## src/rtl/stripe_tx_scheduler_pkg.sv

```systemverilog
// -----------------------------------------------------------------------------
// striper_pkg
// Shared definitions for the stripe_tx_scheduler slice: 8b/10b symbol
// constants for framing and ordered sets, the scheduler state encoding and
// the pending-SKP counter type.
// -----------------------------------------------------------------------------
package striper_pkg;

  // Framing / ordered-set symbols (K codes unless noted)
  localparam logic [7:0] K_COM  = 8'hBC;
  localparam logic [7:0] K_SKP  = 8'h1C;
  localparam logic [7:0] K_SDP  = 8'h5C;
  localparam logic [7:0] K_END  = 8'hFD;
  localparam logic [7:0] D_IDLE = 8'h00;  // data symbol for logical idle

  // Default saturation limit; skp_cnt_t is sized to hold it.
  localparam int MAX_PENDING_SKP_DEF = 3;

  typedef logic [$clog2(MAX_PENDING_SKP_DEF + 1) - 1:0] skp_cnt_t;

  typedef enum logic [1:0] {
    IDLE  = 2'd0,
    TLP   = 2'd1,
    DLLP2 = 2'd2,
    SKP   = 2'd3
  } sched_state_e;

endpackage

```

## src/rtl/stripe_tx_scheduler_if.sv

```systemverilog
// -----------------------------------------------------------------------------
// stripe_tx_scheduler_if
// Bundles the TLP source, DLLP source and striper-facing signals of the
// scheduler.
//
// Handshake: a TLP dword (or a whole DLLP) moves in a cycle where its valid
// and the matching ready are both high at the clock edge. Valid must not
// depend on ready; ready may depend on valid (the DLLP ready does). The
// striper side has no back-pressure: o_mu_data/o_d_k/o_underrun are a new
// registered symbol set every cycle.
//
//   i_tlp_valid/data/k/sop/eop, o_tlp_ready : pre-framed TLP dword stream
//   i_dllp_valid/data, o_dllp_ready         : 6-byte DLLP, byte 0 in [7:0]
//   o_mu_data, o_d_k                        : dword and per-lane K flags
//   o_underrun                              : pulse on mid-TLP valid gap
//
// master: source/consumer side (testbench). slave: the scheduler.
// -----------------------------------------------------------------------------
interface stripe_tx_scheduler_if;
  logic        i_tlp_valid;
  logic [31:0] i_tlp_data;
  logic [3:0]  i_tlp_k;
  logic        i_tlp_sop;
  logic        i_tlp_eop;
  logic        o_tlp_ready;
  logic        i_dllp_valid;
  logic [47:0] i_dllp_data;
  logic        o_dllp_ready;
  logic [31:0] o_mu_data;
  logic [3:0]  o_d_k;
  logic        o_underrun;

  modport master (
    output i_tlp_valid, i_tlp_data, i_tlp_k, i_tlp_sop, i_tlp_eop,
    output i_dllp_valid, i_dllp_data,
    input  o_tlp_ready, o_dllp_ready, o_mu_data, o_d_k, o_underrun
  );

  modport slave (
    input  i_tlp_valid, i_tlp_data, i_tlp_k, i_tlp_sop, i_tlp_eop,
    input  i_dllp_valid, i_dllp_data,
    output o_tlp_ready, o_dllp_ready, o_mu_data, o_d_k, o_underrun
  );
endinterface

```

## src/rtl/stripe_tx_scheduler_skp_timer.sv

```systemverilog
// -----------------------------------------------------------------------------
// skp_interval_timer
// Free-running SKP interval counter plus saturating pending-SKP counter.
// Every SKP_INTERVAL cycles one SKP ordered set becomes owed; the scheduler
// pays one off by pulsing i_skp_start.
//
//   i_clk, i_rst_n : clock, synchronous active-low reset
//   i_skp_start    : scheduler is starting an SKP OS this cycle
//   o_pending_nz   : at least one SKP OS is owed
// -----------------------------------------------------------------------------
module skp_interval_timer
  import striper_pkg::*;
#(
  parameter int SKP_INTERVAL    = 1180,
  parameter int MAX_PENDING_SKP = 3
) (
  input  logic i_clk,
  input  logic i_rst_n,
  input  logic i_skp_start,
  output logic o_pending_nz
);

  localparam int              TW         = $clog2(SKP_INTERVAL);
  localparam logic [TW-1:0]   TIMER_LAST = TW'(SKP_INTERVAL - 1);
  localparam skp_cnt_t        PEND_MAX   = skp_cnt_t'(MAX_PENDING_SKP);

  generate
    if (SKP_INTERVAL < 8) begin : g_bad_interval
      $error("skp_interval_timer: SKP_INTERVAL must be at least 8");
    end
    if (MAX_PENDING_SKP < 1 || MAX_PENDING_SKP > (2 ** $bits(skp_cnt_t)) - 1) begin : g_bad_pend
      $error("skp_interval_timer: MAX_PENDING_SKP does not fit skp_cnt_t");
    end
  endgenerate

  logic [TW-1:0] timer_q, timer_d;
  skp_cnt_t      pending_q, pending_d;
  logic          expire;

  always_comb begin
    expire    = (timer_q == TIMER_LAST);
    timer_d   = expire ? '0 : timer_q + 1'b1;
    pending_d = pending_q;
    // Simultaneous expiry and start cancel out, even at saturation.
    if (expire && !i_skp_start) begin
      if (pending_q != PEND_MAX) pending_d = pending_q + 1'b1;
    end else if (!expire && i_skp_start) begin
      if (pending_q != '0) pending_d = pending_q - 1'b1;
    end
  end

  always_ff @(posedge i_clk) begin
    if (!i_rst_n) begin
      timer_q   <= '0;
      pending_q <= '0;
    end else begin
      timer_q   <= timer_d;
      pending_q <= pending_d;
    end
  end

  assign o_pending_nz = (pending_q != '0);

endmodule

```

## src/rtl/stripe_tx_scheduler.sv

```systemverilog
// -----------------------------------------------------------------------------
// stripe_tx_scheduler
// Per-cycle sequencer ahead of byte_striper on a x4 link. Chooses between a
// framed TLP dword, a two-dword framed DLLP, a four-dword SKP ordered set or
// logical idle. Sources are arbitrated only at packet boundaries; owed SKP
// ordered sets win, then DLLPs, then TLPs. All striper outputs are
// registered (one cycle after the decision/transfer).
//
//   i_clk, i_rst_n : clock, synchronous active-low reset
//   bus (slave)    : TLP/DLLP sources and striper outputs
//   o_dbg_state    : current scheduler state
//   o_stat_*       : 16-bit wrapping event counters, only present when
//                    STRIPE_SCHED_STATS_EN is defined
// Optional feature macro: STRIPE_SCHED_STATS_EN
// -----------------------------------------------------------------------------
module stripe_tx_scheduler
  import striper_pkg::*;
#(
  parameter int NUM_LANES       = 4,
  parameter int SKP_INTERVAL    = 1180,
  parameter int MAX_PENDING_SKP = 3
) (
  input  logic                 i_clk,
  input  logic                 i_rst_n,
  stripe_tx_scheduler_if.slave bus,
  output sched_state_e         o_dbg_state
`ifdef STRIPE_SCHED_STATS_EN
  ,
  output logic [15:0]          o_stat_tlp,
  output logic [15:0]          o_stat_dllp,
  output logic [15:0]          o_stat_skp,
  output logic [15:0]          o_stat_underrun
`endif
);

  generate
    if (NUM_LANES != 4) begin : g_bad_lanes
      $error("stripe_tx_scheduler: only NUM_LANES=4 is supported");
    end
  endgenerate

  sched_state_e state_q, state_d;
  logic [1:0]   skp_cnt_q, skp_cnt_d;      // SKP symbol index, 1..3 in SKP
  logic [23:0]  dllp_hi_q, dllp_hi_d;      // DLLP bytes 5..3 for DLLP2
  logic [31:0]  mu_data_q, mu_data_d;
  logic [3:0]   d_k_q, d_k_d;
  logic         underrun_q, underrun_d;
  logic         pending_nz, skp_start;
  logic         tlp_ready, dllp_ready;

  skp_interval_timer #(
    .SKP_INTERVAL   (SKP_INTERVAL),
    .MAX_PENDING_SKP(MAX_PENDING_SKP)
  ) u_skp_timer (
    .i_clk       (i_clk),
    .i_rst_n     (i_rst_n),
    .i_skp_start (skp_start),
    .o_pending_nz(pending_nz)
  );

  // State register (also holds the registered datapath)
  always_ff @(posedge i_clk) begin
    if (!i_rst_n) begin
      state_q    <= IDLE;
      skp_cnt_q  <= '0;
      dllp_hi_q  <= '0;
      mu_data_q  <= '0;
      d_k_q      <= '0;
      underrun_q <= 1'b0;
    end else begin
      state_q    <= state_d;
      skp_cnt_q  <= skp_cnt_d;
      dllp_hi_q  <= dllp_hi_d;
      mu_data_q  <= mu_data_d;
      d_k_q      <= d_k_d;
      underrun_q <= underrun_d;
    end
  end

  // Next-state logic
  always_comb begin
    state_d   = state_q;
    skp_cnt_d = skp_cnt_q;
    case (state_q)
      IDLE: begin
        if (pending_nz) begin
          state_d   = SKP;
          skp_cnt_d = 2'd1;
        end else if (bus.i_dllp_valid) begin
          state_d = DLLP2;
        end else if (bus.i_tlp_valid && bus.i_tlp_sop && !bus.i_tlp_eop) begin
          state_d = TLP;
        end
      end
      TLP: begin
        if (bus.i_tlp_valid && bus.i_tlp_eop) state_d = IDLE;
      end
      DLLP2: state_d = IDLE;
      SKP: begin
        if (skp_cnt_q == 2'd3) begin
          state_d   = IDLE;
          skp_cnt_d = '0;
        end else begin
          skp_cnt_d = skp_cnt_q + 2'd1;
        end
      end
      default: state_d = IDLE;
    endcase
  end

  // Output logic: readies, SKP start and the next registered symbols
  always_comb begin
    tlp_ready  = 1'b0;
    dllp_ready = 1'b0;
    skp_start  = 1'b0;
    mu_data_d  = {4{D_IDLE}};
    d_k_d      = 4'b0000;
    underrun_d = 1'b0;
    dllp_hi_d  = dllp_hi_q;
    case (state_q)
      IDLE: begin
        if (pending_nz) begin
          skp_start = 1'b1;
          mu_data_d = {4{K_COM}};
          d_k_d     = 4'b1111;
        end else if (bus.i_dllp_valid) begin
          dllp_ready = 1'b1;
          mu_data_d  = {bus.i_dllp_data[23:0], K_SDP};
          d_k_d      = 4'b0001;
          dllp_hi_d  = bus.i_dllp_data[47:24];
        end else begin
          tlp_ready = 1'b1;
          // A dword without sop here is a stray: accepted and discarded.
          if (bus.i_tlp_valid && bus.i_tlp_sop) begin
            mu_data_d = bus.i_tlp_data;
            d_k_d     = bus.i_tlp_k;
          end
        end
      end
      TLP: begin
        tlp_ready = 1'b1;
        if (bus.i_tlp_valid) begin
          mu_data_d = bus.i_tlp_data;
          d_k_d     = bus.i_tlp_k;
        end else begin
          underrun_d = 1'b1;
        end
      end
      DLLP2: begin
        mu_data_d = {K_END, dllp_hi_q};
        d_k_d     = 4'b1000;
      end
      SKP: begin
        mu_data_d = {4{K_SKP}};
        d_k_d     = 4'b1111;
      end
      default: ;
    endcase
    // Nothing is accepted while reset is held.
    if (!i_rst_n) begin
      tlp_ready  = 1'b0;
      dllp_ready = 1'b0;
      skp_start  = 1'b0;
    end
  end

  assign bus.o_tlp_ready  = tlp_ready;
  assign bus.o_dllp_ready = dllp_ready;
  assign bus.o_mu_data    = mu_data_q;
  assign bus.o_d_k        = d_k_q;
  assign bus.o_underrun   = underrun_q;
  assign o_dbg_state      = state_q;

`ifdef STRIPE_SCHED_STATS_EN
  logic [15:0] stat_tlp_q, stat_dllp_q, stat_skp_q, stat_underrun_q;
  logic        tlp_pkt_end;

  // Packet end: accepted eop that belongs to a packet (stray dwords in IDLE
  // without sop are discarded and not counted).
  assign tlp_pkt_end = tlp_ready && bus.i_tlp_valid && bus.i_tlp_eop &&
                       ((state_q == TLP) || bus.i_tlp_sop);

  always_ff @(posedge i_clk) begin
    if (!i_rst_n) begin
      stat_tlp_q      <= '0;
      stat_dllp_q     <= '0;
      stat_skp_q      <= '0;
      stat_underrun_q <= '0;
    end else begin
      if (tlp_pkt_end) stat_tlp_q      <= stat_tlp_q + 16'd1;
      if (dllp_ready)  stat_dllp_q     <= stat_dllp_q + 16'd1;
      if (skp_start)   stat_skp_q      <= stat_skp_q + 16'd1;
      if (underrun_d)  stat_underrun_q <= stat_underrun_q + 16'd1;
    end
  end

  assign o_stat_tlp      = stat_tlp_q;
  assign o_stat_dllp     = stat_dllp_q;
  assign o_stat_skp      = stat_skp_q;
  assign o_stat_underrun = stat_underrun_q;
`endif

endmodule

```

## src/flat_wrapper.sv

```systemverilog
// flat-port wrapper written by rule: the top's interface ports become plain ports
module stripe_tx_scheduler_flat import striper_pkg::*;
#(
  parameter int NUM_LANES       = 4,
  parameter int SKP_INTERVAL    = 1180,
  parameter int MAX_PENDING_SKP = 3
)
  (i_clk, i_rst_n, o_dbg_state, bus_i_tlp_valid, bus_i_tlp_data, bus_i_tlp_k, bus_i_tlp_sop, bus_i_tlp_eop, bus_i_dllp_valid, bus_i_dllp_data, bus_o_tlp_ready, bus_o_dllp_ready, bus_o_mu_data, bus_o_d_k, bus_o_underrun);
  stripe_tx_scheduler_if bus_i ();
  input  logic i_clk;
  input  logic i_rst_n;
  output sched_state_e o_dbg_state;
  input wire logic [$bits(bus_i.i_tlp_valid)-1:0] bus_i_tlp_valid;
  input wire logic [$bits(bus_i.i_tlp_data)-1:0] bus_i_tlp_data;
  input wire logic [$bits(bus_i.i_tlp_k)-1:0] bus_i_tlp_k;
  input wire logic [$bits(bus_i.i_tlp_sop)-1:0] bus_i_tlp_sop;
  input wire logic [$bits(bus_i.i_tlp_eop)-1:0] bus_i_tlp_eop;
  input wire logic [$bits(bus_i.i_dllp_valid)-1:0] bus_i_dllp_valid;
  input wire logic [$bits(bus_i.i_dllp_data)-1:0] bus_i_dllp_data;
  output wire logic [$bits(bus_i.o_tlp_ready)-1:0] bus_o_tlp_ready;
  output wire logic [$bits(bus_i.o_dllp_ready)-1:0] bus_o_dllp_ready;
  output wire logic [$bits(bus_i.o_mu_data)-1:0] bus_o_mu_data;
  output wire logic [$bits(bus_i.o_d_k)-1:0] bus_o_d_k;
  output wire logic [$bits(bus_i.o_underrun)-1:0] bus_o_underrun;
  assign bus_i.i_tlp_valid = bus_i_tlp_valid;
  assign bus_i.i_tlp_data = bus_i_tlp_data;
  assign bus_i.i_tlp_k = bus_i_tlp_k;
  assign bus_i.i_tlp_sop = bus_i_tlp_sop;
  assign bus_i.i_tlp_eop = bus_i_tlp_eop;
  assign bus_i.i_dllp_valid = bus_i_dllp_valid;
  assign bus_i.i_dllp_data = bus_i_dllp_data;
  assign bus_o_tlp_ready = bus_i.o_tlp_ready;
  assign bus_o_dllp_ready = bus_i.o_dllp_ready;
  assign bus_o_mu_data = bus_i.o_mu_data;
  assign bus_o_d_k = bus_i.o_d_k;
  assign bus_o_underrun = bus_i.o_underrun;
  stripe_tx_scheduler #(.NUM_LANES(NUM_LANES), .SKP_INTERVAL(SKP_INTERVAL), .MAX_PENDING_SKP(MAX_PENDING_SKP)) u_core (.i_clk(i_clk), .i_rst_n(i_rst_n), .bus(bus_i), .o_dbg_state(o_dbg_state));
endmodule
```

## config.mk

```make
export PLATFORM = sky130hd
export DESIGN_NAME = stripe_tx_scheduler_flat
export DESIGN_NICKNAME = d
export VERILOG_FILES = /design/src/rtl/stripe_tx_scheduler_pkg.sv /design/src/rtl/stripe_tx_scheduler_if.sv /design/src/rtl/stripe_tx_scheduler_skp_timer.sv /design/src/rtl/stripe_tx_scheduler.sv /design/src/flat_wrapper.sv
export SDC_FILE = /design/constraint.sdc
export NUM_CORES = 1
export LEC_CHECK = 0
export ABC_AREA = 1
export BUFFER_PORTS_ARGS = -buffer_cell sky130_fd_sc_hd__clkbuf_2
export CORE_MARGIN = 3
export CORE_UTILIZATION = 30
export CTS_BUF_LIST = sky130_fd_sc_hd__clkbuf_2 sky130_fd_sc_hd__clkbuf_4 sky130_fd_sc_hd__clkbuf_8
export CTS_CLUSTER_SIZE = 12
export DETAILED_ROUTE_END_ITERATION = 8
export SETUP_SLACK_MARGIN = 0.5
export SLEW_MARGIN = 20
export SYNTH_ARGS = -nofsm -noshare
export SYNTH_HDL_FRONTEND = slang
export SYNTH_SLANG_ARGS = --single-unit
export TNS_END_PERCENT = 5
```

## constraint.sdc

```tcl
create_clock -name i_clk -period 2.5 [get_ports i_clk]
set_input_delay 0.125 -clock i_clk [delete_from_list [all_inputs] [get_ports i_clk]]
set_output_delay 0.125 -clock i_clk [all_outputs]
set_load 0.005 [all_outputs]
```

==> flow_summary.ini, run 1 <==
[sta]
report.final.hold_viol_count = 0
rsz0062_at_grt = true
finalSetupViolCount = 0
maxSlewHeadroom = 0.508
worst_pin_slew_ps = 738
fin_skew_ps = 14.8
finalMaxSlewViolations = 0
clock.fmax_mhz = 503
holdWs_ps = 40.5
tns_ps = 0
period_minus_slack_ps = 1990
fin_crit_sh = 0.795

[critical_path]
worstPathRequired_ps = 2380
arrival_ps = 1860
critPathSlowestCell = dfxtp_1
cp-end-kind = output port
r2r_start = u_core.u_skp_timer.timer_q[0]
slowest_delay_ps = 350
critical_path.top_delay_family = simple AND/OR/NAND/NOR gates
path_max_fanout = 32
crit_top_cell = nor2_2
cp-start-kind = flip-flop
r2r-end = u_core.u_skp_timer.pending_q[1]
r2r_setup_slack_ps = 780
crit_path_cell_trace = nor2_2 -> buf_8 -> nand2_1 -> nor2_2 -> inv_1 -> a21oi_1 -> clkbuf_2
critPathKind = reg -> out
reg2regPathDepth = 7
cp_num_buf_inv = 3

[die]
rows = 39
coreArea_sq_um = 11700
die_area_sq_um = 13700
start_util = 0.316
io-pin-count = 131
fp.dieW_microns = 117
die_height_microns = 117

[detailed_routing]
drt-total-wl_microns = 12100
first_pass_iters = 5
drtIter0Drc = 295
wl_per_cell_microns = 15.0
drc_errors = 0
ant_nets = 0
vias = 3994
via_per_inst = 4.94

[min_path]
holdCritPathClass = in -> reg
worstHoldStart = bus_i_dllp_data[47]
hold_path_depth = 3
holdPathEnd = u_core.dllp_hi_q[23]

[clock_network]
clk_latency_ps = 350
post-cts-setup-buffer-count = 0
cts_sinks = 78
clk_pin_slew_ps = 80
cts_tree = yes
ctsLongestPathBuffers = 2
h-tree-depth = 3
cts_root_buf = clkbuf_8
numCtsBuffers = 9

[global_route]
antenna_found_initial = 0
grt_pass1_wl_microns = 18300
grt_max_degree = 36
grt_pass1_vias = 3789
grt_usage = 0.173
grt_remaining_overflow = 0

[yosys]
syn-cell-area_sq_um = 3700
ys_seq_elements = 78
synth_fp_nets = 630
synth_area_per_cell_sq_um = 6.89
synth_cell_types = 25
yosys_warnings = 0
ys_seq_area_frac = 0.422
syn_inst = 537

[pwr]
power_density_nw_per_um2 = 621
leakagePower_nw = 2.26
vdd_ir_drop_max_mv = 0.238

[placement]
hpwlAfterDp_microns = 9340
numPortBuffers = 130
gp_congestion = 0.903

[finish]
drive_gt1_frac = 0.248
nets = 754
antenna_cells = 0
mostFrequentLayoutCells = clkbuf_2 (130), a21oi_1 (97), nand2_1 (96)
n_fill_cell = 1256
multi_input_area_sq_um = 1780
area_delta_synth_final_pct = 27.7
mostFrequentLayoutCell = clkbuf_2
regArea_sq_um = 1560

[flow_run]
drv_cap = 0

[run_status]
outcome = completed
==> registers in the layout, summed over array words and instances, names as in the netlist <==
| name | count |
|---|---|
| u_core.u_skp_timer.pending_q | 2 |
| u_core.bus.o_mu_data | 32 |
| u_core.bus.o_underrun | 1 |
| u_core.u_skp_timer.timer_q | 11 |
| u_core.skp_cnt_q | 2 |
| u_core.dllp_hi_q | 24 |
| u_core.bus.o_d_k | 4 |
| u_core.o_dbg_state | 2 |
==> per-stage QoR <==
stage	area, sq um	power, mW	setup WS [ps]	std cells	util
finish	4720	2.93	513	808	0.403
global route	4720	3.11	365	808	0.403
CTS	4710	2.96	490	808	0.402
detailed placement	4460	2.01	779	788	0.381
global placement	4460	2.00	840	788	0.381
floorplan	3700	1.76	1050	537	-
==> layout make-up <==
cell class / instances / area share
flip-flops and latches: 78 / 0.331
multi-input cells: 369 / 0.377
clock inverters: 5 / 0.0106
repair buffers: 143 / 0.167
well taps: 143 / 0.0379
clock buffers: 10 / 0.0291
inverters: 60 / 0.0477
==> cells in the mapped netlist <==
master    number  area share
inv_2          3      0.0030
nand3_2        1      0.0027
nor2_1        54       0.055
o21ai_1       26       0.035
nand2_1       96       0.097
clkbuf_1      13       0.013
a21oi_1       97        0.13
nand3_1       37       0.050
xor2_1         5       0.012
buf_4          2      0.0041
nand2_2        2      0.0034
nand3b_1      13       0.026
dfxtp_1       78        0.42
nor2_4         1      0.0030
nor3_1         8       0.011
o21ai_0        7      0.0095
ha_1           3       0.010
clkinv_1       1      0.0010
or2_2          2      0.0034
nor2_2         2      0.0034
a211oi_1       1      0.0020
buf_2         15       0.020
inv_1         56       0.057
nand4_1       13       0.022
nor4_1         1      0.0017
==> report_power, final <==
| part | total, mW | switching [mW] | leakage [nW] | internal [mW] |
|---|---|---|---|---|
| registers | 1.39 | 0.0385 | 0.642 | 1.35 |
| clock network | 0.935 | 0.459 | 0.102 | 0.476 |
| logic | 0.608 | 0.368 | 1.52 | 0.239 |
==> kinds of logic after synthesis <==
group	share of synthesized area
DFF	0.422
xor gates and xnor gates	0.0118
adders and majority gates	0.0102
and+or+nand+nor	0.279
AOI/OAI and AO/OA	0.178
buffers and inverters	0.0985
==> worst min-delay path, stage by stage <==
cell and delay [ps]:
clkbuf_2 80, o21ai_1 60, a21oi_1 90
==> metal layers <==
metal | up-vias | routed length [microns] | track usage | part of all wire
met2 | 158 | 5860 | 0.291 | 0.48
li1 | 2007 | - | - | -
met3 | 23 | 771 | 0.0468 | 0.064
met5 | - | 0 | 0 | 0
met4 | 0 | 270 | 0.0711 | 0.022
met1 | 1806 | 5220 | 0.209 | 0.43
==> repair_timing <==
item / CTS / global route
setup endpoints to repair: 1 / 2
endpoints found under the hold margin: 4 / 0
hold buffers: 5 / 0
gates resized for setup: 3 / 3
==> worst max path at each step <==
stage	start	to	slack, ps	cells after the start
after detailed placement	u_core.o_dbg_state[0]	u_core.bus.o_mu_data[30]	780	7
final	u_core.u_skp_timer.pending_q[1]	bus_o_tlp_ready	510	7
after global routing	u_core.u_skp_timer.pending_q[1]	bus_o_tlp_ready	360	7
after floorplan	u_core.o_dbg_state[0]	u_core.u_skp_timer.pending_q[1]	1050	8
after global placement	u_core.o_dbg_state[0]	u_core.bus.o_mu_data[30]	840	7
after CTS	u_core.u_skp_timer.pending_q[1]	bus_o_dllp_ready	490	5
Power figures use the tool's default switching activity.
==> run 2, diff against run 1 <==
clock period = 1.8 ns   (was 2.5 ns; I/O delays follow)
==> flow_summary.ini, run 2 (same netlist as run 1, synthesis figures left out) <==
[finish]
mostFrequentLayoutCell = clkbuf_2
nets = 806
fin_area_sq_um = 5370
largest_reg_flops = 32
drive_gt1_frac = 0.309
area_delta_synth_final_pct = 45.3
antenna_cells = 0
n_fill_cell = 1171
mostFrequentLayoutCells = clkbuf_2 (129), a21oi_1 (95), nand2_1 (89)

[clock_network]
cts_sinks = 78
clk_pin_slew_ps = 90
h-tree-depth = 3
clk_latency_ps = 370
cts_root_buf = clkbuf_8
numCtsBuffers = 9
ctsLongestPathBuffers = 2
cts_tree = yes

[global_route]
grt_usage = 0.190
grt_pass1_wl_microns = 20300
grt_max_degree = 35
grt_remaining_overflow = 0
antenna_found_initial = 0
grt_pass1_vias = 4036

[sta]
report.final.hold_viol_count = 0
rsz0062_at_grt = true
clock.fmax_mhz = 641
finalMaxSlewViolations = 0
fin_skew_ps = 20.4
fin_crit_sh = 0.867
fin_ws_ps = 239
finalSetupViolCount = 0
tns_ps = 0
maxSlewHeadroom = 0.755
worst_pin_slew_ps = 366
period_minus_slack_ps = 1560

[critical_path]
reg2regPathDepth = 10
cp-startpoint = u_core.o_dbg_state[1]
critPathKind = reg -> out
cp-end-kind = output port
cp_num_buf_inv = 4
path_max_fanout = 6
crit_path_cell_trace = nor2_4 -> buf_6 -> inv_4 -> nor2_4 -> inv_2 -> a21oi_2 -> buf_2
arrival_ps = 1470
r2r_setup_slack_ps = 260
critical_path.top_delay_family = flip-flops
r2r_start = u_core.u_skp_timer.pending_q[0]
slowest_delay_ps = 380
r2r-end = u_core.u_skp_timer.pending_q[0]
cp-start-kind = flip-flop
crit_top_cell = nor2_4
worstPathRequired_ps = 1710
critPathSlowestCell = dfxtp_4

[detailed_routing]
wl_per_cell_microns = 15.6
drtIter0Drc = 320
drt-total-wl_microns = 13400
first_pass_iters = 5
via_per_inst = 4.92
drc_errors = 0
vias = 4238
ant_nets = 0

[min_path]
hold_path_depth = 3
holdPathEnd = u_core.dllp_hi_q[0]
holdCritPathClass = in -> reg
worstHoldStart = bus_i_dllp_data[24]

[die]
fp.dieW_microns = 117
io-pin-count = 131
coreArea_sq_um = 11700
die_height_microns = 117
die_area_sq_um = 13700
rows = 39
start_util = 0.316

[pwr]
power.internal_mw = 3.00
power_density_nw_per_um2 = 816
power_mw = 4.38
power_frac_seq = 0.442
clock_power_share = 0.322
sw_frac_of_total = 0.317
combPwrFrac = 0.237
leakagePower_nw = 2.53
p_sw_mw = 1.39
vdd_ir_drop_max_mv = 0.326

[run_status]
outcome = completed

[placement]
gp_congestion = 0.849
place_ws_ps = 203
numPortBuffers = 130
hpwlAfterDp_microns = 9540
place_area_sq_um = 4540

[flow_run]
drv_cap = 0
==> run 2: cell types whose count changed in the layout (fill, tap and decap cells not counted), sizes merged <==
cell / previous run / this run
buf: 8 / 37
dlygate4sd3: 5 / 28
clkinv: 5 / 2
inv: 59 / 62
clkinvlp: 0 / 2
clkbuf: 140 / 139
==> run 2: metrics by stage <==
step | hold slack [ps] | util | cells
floorplan | 200 | - | 537
global placement | 300 | 0.387 | 795
detailed placement | 305 | 0.387 | 795
CTS | 3.97 | 0.447 | 853
global route | 14.2 | 0.459 | 861
finish | 2.45 | 0.459 | 861
==> run 2: layer usage <==
metal  vias up  GRT usage  wire length, microns
met3        39     0.0329                   897
met2       168      0.294                  6000
met1      1919      0.260                  6160
met4         0     0.0856                   351
met5         -          0                     0
li1       2112          -                     -
==> run 2: area by class of cell <==
class	count	area [sq um]	area share
sequential	78	1580	0.293
inverter	60	230	0.0429
clock buffer	9	124	0.0231
clock inverter	7	80.1	0.0149
timing repair buffer	195	1290	0.240
multi-input combinational	369	1900	0.353
tap	143	179	0.0333
==> run 2: worst max-delay path by stage <==
stage	to	slack, ps	cells after the start
detailed placement	u_core.u_skp_timer.pending_q[0]	200	8
global route	bus_o_tlp_ready	180	7
CTS	u_core.u_skp_timer.pending_q[0]	250	7
floorplan	u_core.u_skp_timer.pending_q[1]	410	8
global placement	u_core.u_skp_timer.pending_q[1]	310	7
finish	bus_o_tlp_ready	240	7
==> run 2: timing repair <==
action	4_1_cts	5_1_grt
hold buffers	28	0
resized for setup	29	15
endpoints found under the hold margin	25	0
setup endpoints to repair	74	77
buffers inserted	14	7
pin swaps	11	5
gates cloned	0	1
==> run 2: worst reg2reg max path: stages, from the launching register on <==
cell and delay, ps:
dfxtp_2 380, buf_4 130, inv_1 70, nand2_2 90
nand2_2 60, inv_2 60, nand2_1 80, ha_4 310
inv_2 40, a21oi_2 140, a211oi_2 60
==> run 2: power groups by stage <==
stage                     clock network [mW]  logic (mW)  registers (mW)
after floorplan                            0       0.470            1.98
after global placement                     0       0.845            1.97
after detailed placement                   0       0.856            1.97
after CTS                               1.43       0.972            1.93
after global routing                    1.49        1.16            1.95
final                                   1.41        1.04            1.94
==> run 3, diff against run 2 <==
HOLD_SLACK_MARGIN = 0.03   (was unset)
==> flow_summary.ini, run 3 (same netlist as run 1, synthesis figures left out) <==
[die]
rows = 39
die_height_microns = 117
coreArea_sq_um = 11700
start_util = 0.316
fp.dieW_microns = 117
io-pin-count = 131
die_area_sq_um = 13700

[sta]
finalSetupViolCount = 0
report.final.hold_viol_count = 0
fin_crit_sh = 0.864
clock.fmax_mhz = 643
fin_skew_ps = 20.6
fin_ws_ps = 245
tns_ps = 0
worst_pin_slew_ps = 375
period_minus_slack_ps = 1550
rsz0062_at_grt = true
finalMaxSlewViolations = 0
maxSlewHeadroom = 0.749

[critical_path]
worstPathRequired_ps = 1710
cp-start-kind = flip-flop
arrival_ps = 1460
path_max_fanout = 6
critPathKind = reg -> out
cp-end-kind = output port

[finish]
mostFrequentLayoutCells = clkbuf_2 (129), a21oi_1 (95), nand2_1 (89)
nets = 823
drive_gt1_frac = 0.302
largest_reg_flops = 32
area_delta_synth_final_pct = 49.9
mostFrequentLayoutCell = clkbuf_2
fin_area_sq_um = 5540
antenna_cells = 0

[detailed_routing]
drc_errors = 0
drt-total-wl_microns = 13700
first_pass_iters = 5
drtIter0Drc = 340
via_per_inst = 4.93
vias = 4325
ant_nets = 0
wl_per_cell_microns = 15.5

[pwr]
combPwrFrac = 0.243
clock_power_share = 0.319
p_sw_mw = 1.39
vdd_ir_drop_max_mv = 0.317
leakagePower_nw = 2.60
power_frac_seq = 0.439
power.internal_mw = 3.02
power_density_nw_per_um2 = 796
sw_frac_of_total = 0.315

[clock_network]
cts_sinks = 78
ctsLongestPathBuffers = 2
cts_tree = yes
numCtsBuffers = 9
cts_root_buf = clkbuf_8
clk_latency_ps = 370
h-tree-depth = 3
clk_pin_slew_ps = 90

[global_route]
antenna_found_initial = 0
grt_max_degree = 35
grt_pass1_wl_microns = 20600
grt_usage = 0.194
grt_remaining_overflow = 0
grt_pass1_vias = 4110

[placement]
gp_congestion = 0.849
hpwlAfterDp_microns = 9540
numPortBuffers = 130
place_area_sq_um = 4540
place_ws_ps = 203

[run_status]
outcome = completed

[min_path]
holdCritPathClass = in -> reg

[flow_run]
drv_cap = 0
[run 3: changes by cell type in the layout (fill, tap and decap cells not counted)]
cell / delta
dlygate4sd3_1: +17
[run 3: timing repair]
action | in CTS | in global routing
setup endpoints to repair | 74 | 77
resized for setup | 29 | 15
pin swaps | 11 | 5
hold buffers | 45 | 0
buffers inserted | 14 | 7
gates cloned | 0 | 1
endpoints found under the hold margin | 42 | 0
[run 3: layout make-up]
type                            instances  area [sq um]
Clock buffer                            9           124
Clock inverter                          7          80.1
Fill cell                            1152          6170
Inverter                               60           230
Multi-Input combinational cell        369          1900
Sequential cell                        78          1580
Tap cell                              143           179
Timing Repair Buffer                  212          1460
[run 3: worst paths after layout]
path	start	cells past startpoint	slack, ps	end
worst max-delay path	u_core.o_dbg_state[1]	7	250	bus_o_tlp_ready
worst min-delay path	bus_i_dllp_data[44]	3	60	u_core.dllp_hi_q[20]
worst max register to register	u_core.o_dbg_state[0]	8	260	u_core.bus.o_mu_data[5]
worst min register to register	u_core.u_skp_timer.timer_q[0]	1	450	u_core.u_skp_timer.timer_q[0]
[run 3: power groups by stage]
stage                     Clock (mW)  Sequential (mW)  Combinational (mW)
after global routing            1.49             1.95                1.19
final                           1.41             1.94                1.07
after detailed placement           0             1.97               0.856
after floorplan                    0             1.98               0.470
after CTS                       1.43             1.93                1.00
after global placement             0             1.97               0.845
[run 3: stage by stage]
step / instances / util / hold WS [ps] / total power [mW]
2_1_floorplan: 537 / - / 200 / 2.45
3_3_place_gp: 795 / 0.387 / 300 / 2.82
3_5_place_dp: 795 / 0.387 / 305 / 2.83
4_1_cts: 870 / 0.461 / 34.3 / 4.37
5_1_grt: 878 / 0.473 / 63.1 / 4.63
6_report: 878 / 0.473 / 55.3 / 4.41
[run 3: worst max-delay path: stages, from the launching register on]
cell     delay (ps)
dfxtp_4         380
nor2_4          150
buf_6           130
inv_4            30
nor2_4          110
inv_2            50
a21oi_2         120
buf_2           130
[run 3: metal layers]
metal | vias up | wire length (microns) | global-route usage
li1 | 2147 | - | -
met1 | 1973 | 6240 | 0.262
met2 | 173 | 6230 | 0.305
met3 | 32 | 838 | 0.0308
met4 | 0 | 351 | 0.0864
met5 | - | 0 | 0
